File: src/rtl/sub4_serial.sv
`default_nettype none
// ============================================================================
// Module      : sub4_serial
// Description : Bit-serial unsigned subtractor (LSB first, one bit per cycle)
//               with valid/ready handshakes on both sides. Define
//               SUB4_SERIAL_CHAIN_EN to allow in_chain to select the previous
//               borrow-out as borrow-in.
// Revision    : 1.0 - initial release
// ============================================================================
module sub4_serial #(
    parameter int WIDTH = 4
) (
    input  logic             clk,
    input  logic             rst_n,
    input  logic             in_valid,
    output logic             in_ready,
    input  logic [WIDTH-1:0] in_a,
    input  logic [WIDTH-1:0] in_b,
    input  logic             in_bin,
    input  logic             in_chain,
    output logic             out_valid,
    input  logic             out_ready,
    output logic [WIDTH-1:0] out_diff,
    output logic             out_bout
);

    localparam int c_cnt_w = $clog2(WIDTH);
    localparam logic [c_cnt_w-1:0] c_last = c_cnt_w'(WIDTH - 1);

    typedef enum logic [1:0] {
        IDLE  = 2'd0,
        SHIFT = 2'd1,
        HOLD  = 2'd2
    } state_t;

    state_t             r_state;
    state_t             w_state_next;
    logic [WIDTH-1:0]   r_a;
    logic [WIDTH-1:0]   r_b;
    logic [WIDTH-1:0]   r_part;
    logic               r_br;
    logic [c_cnt_w-1:0] r_cnt;

    logic w_accept;
    logic w_last;
    logic w_d;
    logic w_br_next;
    logic w_bin_sel;

    // Full subtractor on the current LSB of the operand shift registers.
    assign w_d       = r_a[0] ^ r_b[0] ^ r_br;
    assign w_br_next = (~r_a[0] & r_b[0]) | (~(r_a[0] ^ r_b[0]) & r_br);
    assign w_last    = (r_cnt == c_last);
    assign w_accept  = in_valid & in_ready;

`ifdef SUB4_SERIAL_CHAIN_EN
    // out_bout always holds the borrow of the last completed operation.
    assign w_bin_sel = in_chain ? out_bout : in_bin;
`else
    logic w_unused;
    assign w_unused  = in_chain;
    assign w_bin_sel = in_bin;
`endif

    always_ff @(posedge clk or negedge rst_n) begin
        if (!rst_n) begin
            r_state <= IDLE;
        end else begin
            r_state <= w_state_next;
        end
    end

    always_comb begin
        w_state_next = r_state;
        in_ready     = 1'b0;
        out_valid    = 1'b0;
        case (r_state)
            IDLE: begin
                in_ready = 1'b1;
                if (in_valid) begin
                    w_state_next = SHIFT;
                end
            end
            SHIFT: begin
                if (w_last) begin
                    w_state_next = HOLD;
                end
            end
            HOLD: begin
                out_valid = 1'b1;
                if (out_ready) begin
                    w_state_next = IDLE;
                end
            end
            default: w_state_next = IDLE;
        endcase
    end

    // Result outputs load only on the final bit so partial sums never show.
    always_ff @(posedge clk or negedge rst_n) begin
        if (!rst_n) begin
            r_a      <= '0;
            r_b      <= '0;
            r_part   <= '0;
            r_br     <= 1'b0;
            r_cnt    <= '0;
            out_diff <= '0;
            out_bout <= 1'b0;
        end else begin
            case (r_state)
                IDLE: begin
                    if (w_accept) begin
                        r_a   <= in_a;
                        r_b   <= in_b;
                        r_br  <= w_bin_sel;
                        r_cnt <= '0;
                    end
                end
                SHIFT: begin
                    r_a    <= r_a >> 1;
                    r_b    <= r_b >> 1;
                    r_br   <= w_br_next;
                    r_part <= {w_d, r_part[WIDTH-1:1]};
                    if (w_last) begin
                        r_cnt    <= '0;
                        out_diff <= {w_d, r_part[WIDTH-1:1]};
                        out_bout <= w_br_next;
                    end else begin
                        r_cnt <= r_cnt + 1'b1;
                    end
                end
                default: begin
                end
            endcase
        end
    end

endmodule
`default_nettype wire

File: config.mk
export PLATFORM = sky130hd
export DESIGN_NAME = sub4_serial
export DESIGN_NICKNAME = d
export VERILOG_FILES = /design/src/rtl/sub4_serial.sv
export SDC_FILE = /design/constraint.sdc
export NUM_CORES = 1
export LEC_CHECK = 0
export ABC_AREA = 1
export ABC_CLOCK_PERIOD_IN_PS = 1090
export BUFFER_PORTS_ARGS = -buffer_cell sky130_fd_sc_hd__clkbuf_2
export CORE_MARGIN = 2
export CORE_UTILIZATION = 35
export DETAILED_ROUTE_END_ITERATION = 16
export MAX_ROUTING_LAYER = met4
export PLACE_DENSITY = 0.6
export SLEW_MARGIN = 20
export SYNTH_ARGS = -nofsm -noshare
export SYNTH_HDL_FRONTEND = slang
export SYNTH_SLANG_ARGS = --single-unit
File: constraint.sdc
create_clock -name clk -period 1.09 [get_ports clk]
set_input_delay 0.1635 -clock clk [delete_from_list [all_inputs] [get_ports clk]]
set_output_delay 0.1635 -clock clk [all_outputs]
set_load 0.02 [all_outputs]
==> results.md <==
- DR pass1 iterations: 4
- Synth cell types: 18
- Final critical-path setup slack: -106 ps
- Drt drc: 0
- Core outline area: 2710 um^2
- Critical path peak fanout: 2
- Final weighted congestion of routability-driven global placement: 0.730
- Transition at the pin with the smallest max-transition slack: between 500 and 600 ps
- Critical path class: reg2reg
- Worst slew margin relative to its limit: 65.9%
- TritonCTS buffer count: 3
- Max Fclk: 836 MHz
- Instance count after placement with tap cells included: 174
- Cell with the most instances after synthesis: sky130_fd_sc_hd__nand2_1
- Total vias in the final route: 855
- Final min period: around 1200 ps
- Grt ovf: 0
- Placed cell areas: 1160 um^2
- Number of buffers on the longest clock path: 2
- Clock tree root driver cell: sky130_fd_sc_hd__clkbuf_4
- Library cell with the largest summed area after synthesis: sky130_fd_sc_hd__dfrtp_1
- Post-synthesis async set-or-reset flop share: 100%
- Total Routing Usage GR: 13.6%
- Count of final setup violators: 21
- Die outline width: 57.0 um
- Final standard cell area without fillers: 1350 um^2
- Arr. time, crit path: roughly 1400 ps
- Count of state elements after synthesis: 21
- Violations in the final reports: setup timing
- CTS tree: built
- Cell Area, Synth: 983 um^2
- EDFF count, synth: 0
- Status: finished with violations
- Port bufs: 19
- Starting Density: 36.3%
- Global-route wire length before repair: approximately 3300 um
- Class of the most critical hold timing path: in2reg
- Worst hold slack after final layout: 43.4 ps
- Layout Area Growth over Synthesis: 37.5%
- Number of levels in the clock H-tree: 1
- I/O Pins: 21
- Final period utilization: 110%
- Final hold violation count: 0
- Die height: roughly 57 um
- Data required time at the worst endpoint: 1320 ps
- Number of DRC violations after detailed-routing iteration 0: 18
- Nets in the synthesized netlist: 134
- Leakage Power: ~0.73 nW
- Total Wirelength: 1980 um
- Floorplan row count: 19
- Clock slew at reported path FFs: ~110 ps
- Share of cells above drive strength 1: 37.2%
- Warning count from the yosys run: 0
- Kind of start point of the critical path: flip-flop
- Final total power: a little over 4 mW
- Unrepaired setup endpoints after global routing: yes
- Maximum vdd drop: 0.00152 V
- Seq/Total Area, Yosys: between 50% and 60%
- Total power per unit cell area: around 3000 nW/um^2
- Detail-routed net length per standard cell: 10.6 um
- Critical path capture point type: flip-flop
- Final count of pins violating max slew: 0
- Antenna Violating Nets Remaining: 0
- Number of cells in the finished layout apart from fillers: approximately 190
- Most used DFF post-synth: sky130_fd_sc_hd__dfrtp_1
- Maxcap violations: 0
- Antenna fix cells: 0
- Worst skew pair latency: about 300 ps
- Hpwl dp: 1360 um
- Cells after synthesis: roughly 120
- Antenna violations before repair: 0
- Number of nets in the layout: between 150 and 200
- Worst-case clock skew: 7.23 ps
- Top cells by count, synth: 43 x sky130_fd_sc_hd__nand2_1, 21 x sky130_fd_sc_hd__dfrtp_1, 18 x sky130_fd_sc_hd__inv_1, 11 x sky130_fd_sc_hd__nand3_1, 5 x sky130_fd_sc_hd__o21ai_0
- DR vias/cell: 4.57
- Number of sinks driven by the clock tree: 21
- Die Area: 3250 um^2
- Area fraction of the dominant cell type after synthesis: 53.4%
- Maximum number of pins on one net before global-route repair: 22
- Most area-consuming cells after synthesis: sky130_fd_sc_hd__dfrtp_1 53%, sky130_fd_sc_hd__nand2_1 16%, sky130_fd_sc_hd__inv_1 6.9%, sky130_fd_sc_hd__nand3_1 5.6%, sky130_fd_sc_hd__o21ai_0 2.5%
- Via count of the first global-routing pass: 745
- Synthesized area per cell: 8.33 um^2
cell usage in the layout, fill, tap and decap left out, types with 3 or more instances in the layout:
master / n
sky130_fd_sc_hd__buf_4: 12
sky130_fd_sc_hd__inv_2: 4
sky130_fd_sc_hd__nand2_2: 3
sky130_fd_sc_hd__nand2_4: 3
sky130_fd_sc_hd__clkbuf_4: 3
sky130_fd_sc_hd__dfrtp_1: 19
sky130_fd_sc_hd__o21ai_1: 6
sky130_fd_sc_hd__nand3_1: 11
sky130_fd_sc_hd__inv_1: 16
sky130_fd_sc_hd__clkbuf_2: 17
sky130_fd_sc_hd__nor2_4: 3
sky130_fd_sc_hd__nand2_1: 40
final timing paths:
check	from	slack, ps	cells past startpoint	endpoint
worst max register to register	r_br$_DFFE_PN0P_	-110	4	out_diff[3]$_DFFE_PN0P_
max in group asynchronous	rst_n	360	2	r_state[1]$_DFFE_PN0P_
worst min-delay path	out_ready	40	2	r_state[1]$_DFFE_PN0P_
worst max-delay path	r_br$_DFFE_PN0P_	-110	4	out_diff[3]$_DFFE_PN0P_
min in group asynchronous	rst_n	350	2	r_br$_DFFE_PN0P_
worst min register to register	out_diff[0]$_DFFE_PN0P_	480	2	out_diff[0]$_DFFE_PN0P_
metal layers:
| layer | track usage (%) | share of wire [%] | vias to the layer above |
|---|---|---|---|
| li1 | - | - | 437 |
| met1 | 18.9 | 48 | 392 |
| met2 | 19.5 | 45 | 24 |
| met3 | 4.99 | 6.2 | 2 |
| met4 | 1.99 | 0.51 | 0 |
| met5 | - | 0 | - |
area by class of cell:
class | count | area [um^2]
fillers | 280 | 1360
flip-flops and latches | 21 | 528
multi-input cells | 76 | 438
repair buffers | 34 | 238
inverters | 21 | 83.8
well taps | 31 | 38.8
clock buffers | 4 | 26.3
critical path: stages (launching register included):
cell	delay, ps
sky130_fd_sc_hd__dfrtp_1	380
sky130_fd_sc_hd__inv_2	50
sky130_fd_sc_hd__fa_2	560
sky130_fd_sc_hd__inv_2	40
sky130_fd_sc_hd__o21ai_2	100
where the power goes:
part / switching, mW / internal [mW]
clock: 0.224 / 0.143
combinational: 1.27 / 1.03
sequential: 0.223 / 1.14
sequential cells by signal, indices dropped and copies added (netlist names):
register and flops:
out_diff 4, r_b 4, out_bout 1, r_cnt 2, r_state 2, r_a 4
r_br 1, r_part 3
cell families (layout without fill, tap and decap cells):
group                      after synthesis  after routing  synth area share (%)
buffers and inverters                   23             59                  10.2
and+or+nand+nor                         61             63                  27.2
DFF                                     21             21                  53.4
adders and majority gates                2              2                  3.31
AOI/OAI and AO/OA                       11             11                  5.85
stage by stage:
step / TNS (ps) / utilization (%) / worst slack [ps]
2_1_floorplan: -26.3 / - / -13.2
3_3_place_gp: -87.5 / 42.8 / -38.2
3_5_place_dp: -233 / 42.8 / -97.6
4_1_cts: -1000 / 47.5 / -154
5_1_grt: -2450 / 49.9 / -159
6_report: -1060 / 49.9 / -106
repair_timing:
item                                    4_1_cts  5_1_grt
resized for setup                            17       14
buffers inserted                              5        1
hold buffers                                  1        0
cloned                                        1        1
pin swaps                                     1        2
endpoints found under the hold margin        21        0
endpoints found under the setup margin       15       23
Note: power is estimated with default switching activity, not from simulation.
